[config.mk]
export PLATFORM = sky130hd
export DESIGN_NAME = vx_decode_ibuf
export DESIGN_NICKNAME = d
export VERILOG_FILES = /design/src/rtl/vx_decode_ibuf.sv
export SDC_FILE = /design/constraint.sdc
export NUM_CORES = 1
export LEC_CHECK = 0
export BUFFER_PORTS_ARGS = -buffer_cell sky130_fd_sc_hd__buf_4
export CELL_PAD_IN_SITES_DETAIL_PLACEMENT = 1
export CELL_PAD_IN_SITES_GLOBAL_PLACEMENT = 2
export CORE_MARGIN = 5
export CORE_UTILIZATION = 42
export CTS_BUF_LIST = sky130_fd_sc_hd__clkbuf_16
export CTS_CLUSTER_DIAMETER = 30
export DETAILED_ROUTE_END_ITERATION = 10
export GPL_ROUTABILITY_DRIVEN = 0
export PLACE_DENSITY = 0.78
export SYNTH_ARGS = -nofsm -noshare
export SYNTH_HDL_FRONTEND = slang
export SYNTH_SLANG_ARGS = --single-unit
[constraint.sdc]
create_clock -name clk -period 4.04 [get_ports clk]
set_clock_uncertainty 0.05 [all_clocks]
set_input_delay 0.202 -clock clk [delete_from_list [all_inputs] [get_ports clk]]
set_output_delay 0.202 -clock clk [all_outputs]
set_load 0.005 [all_outputs]
[src/rtl/vx_decode_ibuf.sv]
// Per-issue-slot instruction buffer between decode and scoreboard; steers by warp id.
// Optional same-cycle bypass into an empty slot is enabled by defining IBUF_BYPASS_EN.
`ifndef ISSUE_WIDTH
`define ISSUE_WIDTH 4
`endif

module vx_decode_ibuf #(
  parameter int ISSUE_WIDTH = `ISSUE_WIDTH,
  parameter int DEPTH       = 4,
  parameter int DATAW       = 32,
  parameter int WID_LSB     = 0
) (
  input  logic                                      clk,
  input  logic                                      reset,
  input  logic                                      decode_valid,
  input  logic [DATAW-1:0]                          decode_data,
  output logic                                      decode_ready,
  output logic [ISSUE_WIDTH-1:0]                    decode_ibuf_pop,
  output logic [ISSUE_WIDTH-1:0]                    ibuf_valid,
  output logic [ISSUE_WIDTH*DATAW-1:0]              ibuf_data,
  input  logic [ISSUE_WIDTH-1:0]                    ibuf_ready,
  output logic [ISSUE_WIDTH*($clog2(DEPTH)+1)-1:0]  ibuf_count
);

  localparam int SELW = (ISSUE_WIDTH > 1) ? $clog2(ISSUE_WIDTH) : 1;
  localparam int PTRW = $clog2(DEPTH);
  localparam int CNTW = PTRW + 1;

  logic [DATAW-1:0] mem    [ISSUE_WIDTH][DEPTH];
  logic [PTRW-1:0]  rd_ptr [ISSUE_WIDTH];
  logic [PTRW-1:0]  wr_ptr [ISSUE_WIDTH];
  logic [CNTW-1:0]  count  [ISSUE_WIDTH];

  logic [SELW-1:0]        sel;
  logic [ISSUE_WIDTH-1:0] full;
  logic [ISSUE_WIDTH-1:0] empty;
  logic [ISSUE_WIDTH-1:0] push;
  logic [ISSUE_WIDTH-1:0] wr;
  logic [ISSUE_WIDTH-1:0] rd;
  logic [ISSUE_WIDTH-1:0] hs;

  generate
    if (ISSUE_WIDTH == 1) begin : g_sel_single
      assign sel = '0;
    end else begin : g_sel_multi
      assign sel = decode_data[WID_LSB +: SELW];
    end
  endgenerate

  always_comb begin
    full       = '0;
    empty      = '0;
    ibuf_count = '0;
    for (int unsigned i = 0; i < ISSUE_WIDTH; i++) begin
      full[i]                     = (count[i] == CNTW'(DEPTH));
      empty[i]                    = (count[i] == '0);
      ibuf_count[i*CNTW +: CNTW]  = count[i];
    end
  end

  // Ready only looks at registered occupancy, so a full slot refuses even while it pops.
  assign decode_ready = !full[sel];

  always_comb begin
    push       = '0;
    wr         = '0;
    rd         = '0;
    hs         = '0;
    ibuf_valid = '0;
    ibuf_data  = '0;
    for (int unsigned i = 0; i < ISSUE_WIDTH; i++) begin
      push[i]                     = decode_valid && decode_ready && (sel == SELW'(i));
      ibuf_valid[i]               = !empty[i];
      ibuf_data[i*DATAW +: DATAW] = mem[i][rd_ptr[i]];
`ifdef IBUF_BYPASS_EN
      if (empty[i] && decode_valid && (sel == SELW'(i))) begin
        ibuf_valid[i]               = 1'b1;
        ibuf_data[i*DATAW +: DATAW] = decode_data;
      end
`endif
      hs[i] = ibuf_valid[i] && ibuf_ready[i];
      // A handshake on an empty slot can only be a bypass: nothing is stored or read.
      rd[i] = hs[i] && !empty[i];
      wr[i] = push[i] && !(empty[i] && hs[i]);
    end
  end

  assign decode_ibuf_pop = hs;

  always_ff @(posedge clk) begin
    if (!reset) begin
      for (int unsigned i = 0; i < ISSUE_WIDTH; i++) begin
        rd_ptr[i] <= '0;
        wr_ptr[i] <= '0;
        count[i]  <= '0;
      end
    end else begin
      for (int unsigned i = 0; i < ISSUE_WIDTH; i++) begin
        if (wr[i]) wr_ptr[i] <= wr_ptr[i] + PTRW'(1);
        if (rd[i]) rd_ptr[i] <= rd_ptr[i] + PTRW'(1);
        case ({wr[i], rd[i]})
          2'b10:   count[i] <= count[i] + CNTW'(1);
          2'b01:   count[i] <= count[i] - CNTW'(1);
          default: count[i] <= count[i];
        endcase
      end
    end
  end

  always_ff @(posedge clk) begin
    if (|wr) mem[sel][wr_ptr[sel]] <= decode_data;
  end

endmodule

Yosys cells after proc, flatten, opt, wreduce, memory -nomap -nowiden
Memories as Yosys holds them, arrays and structs flattened.
Index checks and enable logic that the tools add are counted.
{"block": "classes", "n_addsub": 16, "n_lt_le_gt_ge": 7, "n_eq_ne": 15, "muxes": 99, "n_bitwise": 25, "n_reduce_logical": 41}
{"op": "$mux 32", "n": 9}
{"op": "$bmux 32 s2", "n": 4}
{"op": "$mux 128", "n": 1}
{"op": "$demux 32 s2", "n": 1}
{"op": "$mux 1", "n": 63}
{"op": "$mux 3", "n": 12}
{"op": "$logic_and 1x1->1", "n": 22}
{"op": "$or 1x1->1", "n": 20}
{"op": "$add 2x1->2 const B", "n": 8}
{"op": "$mux 2", "n": 8}
{"op": "$ge 3x3->1 const B", "n": 5}
{"op": "$not 2->3", "n": 5}
{"op": "$add 3x1->3 const B", "n": 4}
{"op": "$eq 2x2->1 const B", "n": 6}
{"op": "$eq 3x3->1 const B", "n": 4}
{"op": "$logic_not 3->1", "n": 4}
{"op": "$sub 3x1->3 const B", "n": 4}
{"op": "$eq 2x1->1 const B", "n": 5}
{"op": "$logic_not 1->1", "n": 9}
{"op": "$reduce_or 2->1", "n": 4}
{"op": "$reduce_or 4->1", "n": 1}
{"op": "$lt 2x3->1 const B", "n": 1}
{"op": "$lt 3x1->1 const B", "n": 1}
{"op": "$bmux 1 s2", "n": 1}
{"op": "$logic_not 2->1", "n": 1}
{"block": "totals", "reg_bits": 0, "ramBits": 540, "inputBits": 39, "out_inout_bits": 149, "elab_cells": 207, "n_memories": 4}
{"memory": "mem", "words": 4, "width": 128, "read_ports": 4, "rd_clocked_by_memory_dff": 0, "write_ports": 1, "line": "29", "rtl": "logic [DATAW-1:0] mem [ISSUE_WIDTH][DEPTH];"}
{"memory": "count", "words": 4, "width": 3, "read_ports": 4, "rd_clocked_by_memory_dff": 0, "write_ports": 4, "line": "32", "rtl": "logic [CNTW-1:0] count [ISSUE_WIDTH];"}
{"memory": "rd_ptr", "words": 4, "width": 2, "read_ports": 4, "rd_clocked_by_memory_dff": 0, "write_ports": 4, "line": "30", "rtl": "logic [PTRW-1:0] rd_ptr [ISSUE_WIDTH];"}
{"memory": "wr_ptr", "words": 4, "width": 2, "read_ports": 5, "rd_clocked_by_memory_dff": 0, "write_ports": 4, "line": "31", "rtl": "logic [PTRW-1:0] wr_ptr [ISSUE_WIDTH];"}

Longest topological paths before layout
Gate-level depths: netlist of run 1.
{"block": "logic_depth", "word_depth": 14, "depth_mapped": 9, "ltp_nobuf": 9}

Worst setup path after synthesis of run 1
No wires, ideal clock.
{"block": "synth_timing", "path_type": "register -> register", "start": "mem count[3][0] (netlist name)", "end": "mem mem[3][32] (netlist name) (enable)", "setup_ns": 0.468, "arrival_time_ns": 3.407, "required_time_ns": 3.522, "slack_ns": 0.115, "path_stages_with_launch": 6, "n_path_buf": 0, "synth_period_minus_slack_ns": 3.925, "path_cell_list": "edfxtp_1 -> inv_1 -> ha_1 -> nand2_1 -> nand4_1 -> nor3b_1"}
{"element": "start, declared", "line": "32"}
{"element": "end, declared", "line": "29"}

==> metrics.md, run 1 <==
| Metric | Value |
|---|---|
| Pin count of the biggest net entering global routing | `37` |
| Core Box Area | `about 48000 µm²` |
| Row cnt | `80` |
| Worst VDD drop | `0.365 mV` |
| Worst setup margin | `roughly 1.1 ns` |
| Cells on worst reg2reg path | `9` |
| Top post-synthesis cells by count | `edfxtp_1 (540), mux4_2 (129), nand2_1 (24)` |
| Non-filler cells, final | `around 1900` |
| Sw frac | `between 20 and 25%` |
| Hold bufs inserted after CTS | `36` |
| Register area share after synthesis | `80.0%` |
| Max-Cap Viols | `0` |
| Htree depth | `3` |
| Clock power share | `54.6%` |
| Cts repair resizes | `0` |
| Top_reg_cell synth | `edfxtp_1` |
| Power, Total | `around 17 mW` |
| PortBufs | `roughly 190` |
| Synthesized Nets | `a little over 900` |
| Final period util | `71.9%` |
| Max Transition Viols Final | `0` |
| Synth area leader | `edfxtp_1` |
| Syn_area_per_cell | `23.7 µm²` |
| Number of DRC markers in iteration 0 | `between 600 and 700` |
| Yosys reg bits | `540` |
| Register area | `approximately 16000 µm²` |
| Grt total ovfl | `0` |
| Final nets | `1235` |
| Post-Syn Instances | `~860` |
| Number of synthesis warnings | `0` |
| Gate power share | `slightly above 8%` |
| Worst path required time | `around 3.8 ns` |
| Post-Route Setup TNS | `0 ns` |
| Placed cell area | `around 23000 µm²` |
| Vias/cell | `5.32` |
| ANT nets after route | `0` |
| Via count | `10052` |
| Cell with the most instances after synthesis | `edfxtp_1` |
| Share of layout cells above drive strength 1 | `between 40% and 50%` |
| Hold Crit Depth | `3` |
| Largest cells by area after synthesis | `edfxtp_1 (80%), mux4_2 (14%), ha_1 (0.68%)` |
| Setup WS pre-CTS | `~1.3 ns` |
| Clk root buf | `clkbuf_16` |
| Post-synth ARST share | `0%` |
| Diodes inserted | `0` |
| CP arrival | `2.65 ns` |
| Switching pwr | `between 3 and 4 mW` |
| Starting density of the core | `42.4%` |
| Hpwl dp | `28.3 mm` |
| Total track usage | `a little under a fifth` |
| Worst skew pair latency | `~0.63 ns` |
| Distinct cells, synth | `32` |
| First-pass GRT wire length | `approximately 73 mm` |
| Final core utilization | `56.1%` |
| Worst Max-Slew Pin Slew | `~1.1 ns` |
| Die area | `approximately 53000 µm²` |
| Cell Int Power | `around 13 mW` |
| Post-synth EDFFs | `540` |
| Finished Cell Area | `~27000 µm²` |
| Drt wl/cell | `~26 µm` |
| Total Wirelength | `roughly 48 mm` |
| CTS sink cnt | `540` |
| Setup violations, final | `0` |
| Final-layout fill cell count | `4093` |
| Pre-Repair DR Iteration Count | `4` |
| Setup crit start kind | `flip-flop` |
| Die width | `approximately 230 µm` |
| Worst-path fanout max | `14` |
| Power per cell area | `around 640 nW/µm²` |
| Antenna violations before repair | `0` |
| Tightest Hold Check Type | `in2reg` |
| Fmax | `about 340 MHz` |
| CTS Buffer Depth | `3` |
| Final Hold Slack | `about 0.040 ns` |
| CP Class | `reg2out` |
| RSZ-0062 raised after global routing | `false` |
| I/O pin cnt | `188` |
| Final hold vios | `0` |
| Post-CTS Setup Inserts | `0` |
| Crit end category | `output pin` |
| Clock transition at path regs | `roughly 0.040 ns` |
| Cts bufs inserted | `110` |
| Die Span Y | `around 230 µm` |
| TritonCTS clock tree | `yes` |
| LEAKAGE | `approximately 9 nW` |
| DRC Markers | `0` |
| Top cell type's share of synthesized area | `around 80%` |
| Outcome | `finished, final reports clean` |
| Mapped Area | `around 20000 µm²` |
| Dpl cells | `1649` |
| Seq pwr share | `a little under two fifths` |
| Vias in the first global route | `between 10000 and 15000` |
| Relative slew slack | `approximately a quarter` |
| Post-layout minimum cycle time | `a little under 3 ns` |
| Synthesis-to-layout area growth | `32.2%` |
| Area taken by multi-input logic gates | `3840 µm²` |
worst max-delay path: stages (launching register included):
cell	delay, ns
edfxtp_1	0.82
buf_4	0.42
mux4_2	0.60
buf_4	0.17
power groups by stage:
| stage | registers (mW) | logic (mW) | clock network [mW] |
|---|---|---|---|
| after floorplan | 6.46 | 0.713 | 0 |
| after global placement | 6.48 | 1.39 | 0 |
| after detailed placement | 6.50 | 1.41 | 0 |
| after CTS | 6.40 | 1.45 | 9.53 |
| after global routing | 6.40 | 1.52 | 9.87 |
| final | 6.39 | 1.41 | 9.39 |
routing by layer:
| layer | track usage, % | share of wire [%] | vias to the layer above |
|---|---|---|---|
| li1 | - | - | 4287 |
| met1 | 24.0 | 42 | 5392 |
| met2 | 31.5 | 51 | 298 |
| met3 | 4.45 | 5.2 | 75 |
| met4 | 4.74 | 1.6 | 0 |
| met5 | 0 | 0 | - |
final cells by class:
class / instances / area share, %
Sequential cell: 540 / 60.5
Multi-Input combinational cell: 259 / 14.3
Clock buffer: 115 / 10.7
Timing Repair Buffer: 249 / 7.31
Clock inverter: 91 / 3.93
Tap cell: 615 / 2.87
Inverter: 22 / 0.308
kinds of logic after synthesis:
family          synth area share (%)
flops                           80.0
fa+ha+maj                      0.975
simple gates                    2.35
compound gates                 0.482
buf+inv                         1.38
xor+xnor                       0.475
mux                             14.3
path summary, 6_finish.rpt:
| check | endpoint | slack, ns | startpoint |
|---|---|---|---|
| worst max-delay path | ibuf_data[107] | 1.14 | rd_ptr[3][0]$_SDFFCE_PN0P_ |
| worst min-delay path | rd_ptr[3][1]$_SDFFCE_PN0P_ | 0.04 | ibuf_ready[3] |
| worst max register to register | count[1][2]$_SDFFCE_PN0P_ | 1.28 | count[1][2]$_SDFFCE_PN0P_ |
| worst min register to register | rd_ptr[0][1]$_SDFFCE_PN0P_ | 0.56 | rd_ptr[0][1]$_SDFFCE_PN0P_ |
flip-flops by register name, summed over array words and instances, names as in the netlist:
| register | flops |
|---|---|
| wr_ptr | 8 |
| rd_ptr | 8 |
| count | 12 |
| mem | 512 |
cells in the final DEF (no fill, tap or decap), types with 6 or more instances in the layout:
cell type	instances
nor2_1	22
buf_4	213
dlygate4sd3_1	36
clkinv_1	9
nor3b_1	6
clkinv_2	20
edfxtp_1	540
bufinv_16	20
xor2_1	7
clkbuf_16	115
nor3b_2	8
nand2_1	24
clkinvlp_4	16
o21ai_0	6
ha_1	11
clkinv_4	10
inv_1	30
mux4_2	129
No activity file was read; power rests on OpenSTA's default activity.
==> run 2, diff against run 1 <==
CORE_UTILIZATION = 47   (was 42)
PLACE_DENSITY = 0.82   (was 0.78)
clock period = 2.7 ns   (was 4.04 ns; I/O delays follow)
==> metrics.md, run 2 (same netlist as run 1, synthesis figures left out) <==
| Metric | Value |
|---|---|
| Final core utilization | `62.3% (+6.2 points)` |
| FF-to-FF End | `count[2][2]$_SDFFCE_PN0P_` |
| Clk root buf | `clkbuf_16` |
| Final hold vios | `0 (unchanged)` |
| Max-Cap Viols | `0 (unchanged)` |
| Pin count of the biggest net entering global routing | `37 (unchanged)` |
| Hold Crit Depth | `4 (+1)` |
| Cells on worst reg2reg path | `8 (-1)` |
| Grt total ovfl | `0 (unchanged)` |
| PortBufs | `187 (unchanged)` |
| Row cnt | `76 (-5.0%)` |
| Die width | `218 µm (-5.2%)` |
| First-pass GRT wire length | `77.8 mm (+7.0%)` |
| Most frequent cells in the layout | `edfxtp_1 (540), buf_4 (230), mux4_2 (129), clkbuf_16 (104), dlygate4sd3_1 (38)` |
| ANT nets after route | `0 (unchanged)` |
| CTS Buffer Depth | `3 (unchanged)` |
| Power per cell area | `922 nW/µm² (+44%)` |
| Htree depth | `3 (unchanged)` |
| Tightest Hold Check Type | `in2reg` |
| Commonest non-fill, non-tap cell in the layout | `edfxtp_1` |
| Switching pwr | `5.65 mW (+51%)` |
| Gate power share | `9.0% (+0.8 points)` |
| Cts repair resizes | `0 (unchanged)` |
| Vias in the first global route | `11415 (+2.5%)` |
| Critical R2R Launch | `count[2][0]$_SDFFCE_PN0P_` |
| Non-filler cells, final | `1873 (-0.95%)` |
| Finished Cell Area | `26700 µm² (-0.27%)` |
| Setup crit start kind | `flip-flop` |
| Clock power share | `52.3% (-2.3 points)` |
| Worst-path fanout max | `5 (-9)` |
| Placed cell area | `22800 µm² (+1.2%)` |
| Via count | `10368 (+3.1%)` |
| R2r setup slk | `0.14 ns (-1.14 ns)` |
| CTS sink cnt | `540 (unchanged)` |
| Worst Max-Slew Pin Slew | `1.04 ns (-0.0674 ns)` |
| Vias/cell | `5.54 (+4.1%)` |
| Dpl cells | `1641 (-0.49%)` |
| Total Wirelength | `52.3 mm (+7.9%)` |
| Max Transition Viols Final | `0 (unchanged)` |
| Final period util | `a little over nine tenths` |
| Worst VDD drop | `0.648 mV (+78%)` |
| Max FFs per register | `512 (unchanged)` |
| Clock transition at path regs | `0.05 ns (about the same)` |
| Worst Hold End | `wr_ptr[1][1]$_SDFFCE_PN0P_` |
| Die area | `47400 µm² (-10%)` |
| Antenna violations before repair | `0 (unchanged)` |
| Post-layout minimum cycle time | `about 2.6 ns` |
| Final nets | `1252 (+1.4%)` |
| I/O pin cnt | `188 (unchanged)` |
| Seq pwr share | `38.7% (+1.5 points)` |
| LEAKAGE | `9.27 nW (about the same)` |
| Outcome | `finished, final reports clean` |
| Fmax | `around 400 MHz` |
| Worst skew pair latency | `0.63 ns (about the same)` |
| Relative slew slack | `30.4% (+4.5 points)` |
| Die Span Y | `218 µm (-5.2%)` |
| CP Class | `reg2reg` |
| CP arrival | `2.98 ns (+0.33 ns)` |
| Power, Total | `24.6 mW (+43%)` |
| Total track usage | `22.5% (+4.1 points)` |
| Diodes inserted | `0 (unchanged)` |
| Crit end category | `flip-flop` |
| Setup violations, final | `0 (unchanged)` |
| Pre-Repair DR Iteration Count | `5 (+1)` |
| Cell Int Power | `19.0 mW (+41%)` |
| Worst hold start | `decode_valid` |
| Drt wl/cell | `27.9 µm (+8.9%)` |
| Number of DRC markers in iteration 0 | `919 (+41%)` |
| Synthesis-to-layout area growth | `31.9%` |
| Sw frac | `23.0% (+1.1 points)` |
| TritonCTS clock tree | `yes` |
| Cts bufs inserted | `103 (-6.4%)` |
| DRC Markers | `0 (unchanged)` |
| Core Box Area | `42900 µm² (-10%)` |
| Hpwl dp | `31.4 mm (+11%)` |
| RSZ-0062 raised after global routing | `false` |
| Worst path required time | `3.12 ns (-0.67 ns)` |
| Starting density of the core | `47.3% (+4.8 points)` |
| Share of layout cells above drive strength 1 | `43.6% (+0.53 points)` |
[run 2: through the flow]
step	TNS (ns)	setup WS (ns)	hold slack, ns
2_1_floorplan	-12.71	-0.212	0.184
3_3_place_gp	0	0.190	0.378
3_5_place_dp	0	0.141	0.402
4_1_cts	0	0.115	0.0199
5_1_grt	0	0.00719	0.0694
6_report	0	0.138	0.0582
[run 2: power by group through the flow]
stage	Combinational, mW	Sequential, mW	Clock (mW)
4_1_cts	2.26	9.54	13.1
5_1_grt	2.37	9.55	13.6
3_5_place_dp	2.18	9.69	0
3_3_place_gp	2.14	9.67	0
6_report	2.21	9.54	12.9
2_1_floorplan	1.07	9.66	0
[run 2: critical path, stage by stage, from the launching register on]
cell and delay [ns]:
edfxtp_1 0.43, or3b_1 0.43, nand4b_2 0.13, ha_1 0.25
nand2_1 0.09, fa_1 0.38, xor2_1 0.16, or3_1 0.35
a21boi_0 0.14
[run 2: how the worst max path moves through the flow]
stage	from	end	depth (start not counted)
2_1_floorplan	count[3][0]$_DFFE_PP_	mem[3][32]$_DFFE_PP_	5
3_5_place_dp	count[2][0]$_SDFFCE_PN0P_	count[2][2]$_SDFFCE_PN0P_	8
4_1_cts	count[2][0]$_SDFFCE_PN0P_	count[2][2]$_SDFFCE_PN0P_	8
6_report	count[2][0]$_SDFFCE_PN0P_	count[2][2]$_SDFFCE_PN0P_	8
5_1_grt	count[2][0]$_SDFFCE_PN0P_	count[2][2]$_SDFFCE_PN0P_	8
3_3_place_gp	count[2][0]$_SDFFCE_PN0P_	count[2][2]$_SDFFCE_PN0P_	8
[run 2: repair_timing]
item,in CTS,in global routing
hold buffers,38,0
setup buffers,0,0
endpoints found under the hold margin,531,0
[run 2: layout make-up]
class | instances | area [µm²]
well taps | 585 | 732
clock buffers | 104 | 2600
multi-input cells | 259 | 3910
flip-flops and latches | 540 | 16200
clock inverters | 90 | 971
fillers | 3551 | 16200
inverters | 22 | 82.6
repair buffers | 273 | 2210
[run 2: metal layers]
metal | wire, µm | vias to the layer above | global-route usage [%]
met3 | 3680 | 93 | 5.62
met2 | 27400 | 422 | 38.8
met4 | 1110 | 0 | 6.21
met1 | 20100 | 5532 | 28.8
met5 | 0 | - | 0
li1 | - | 4321 | -
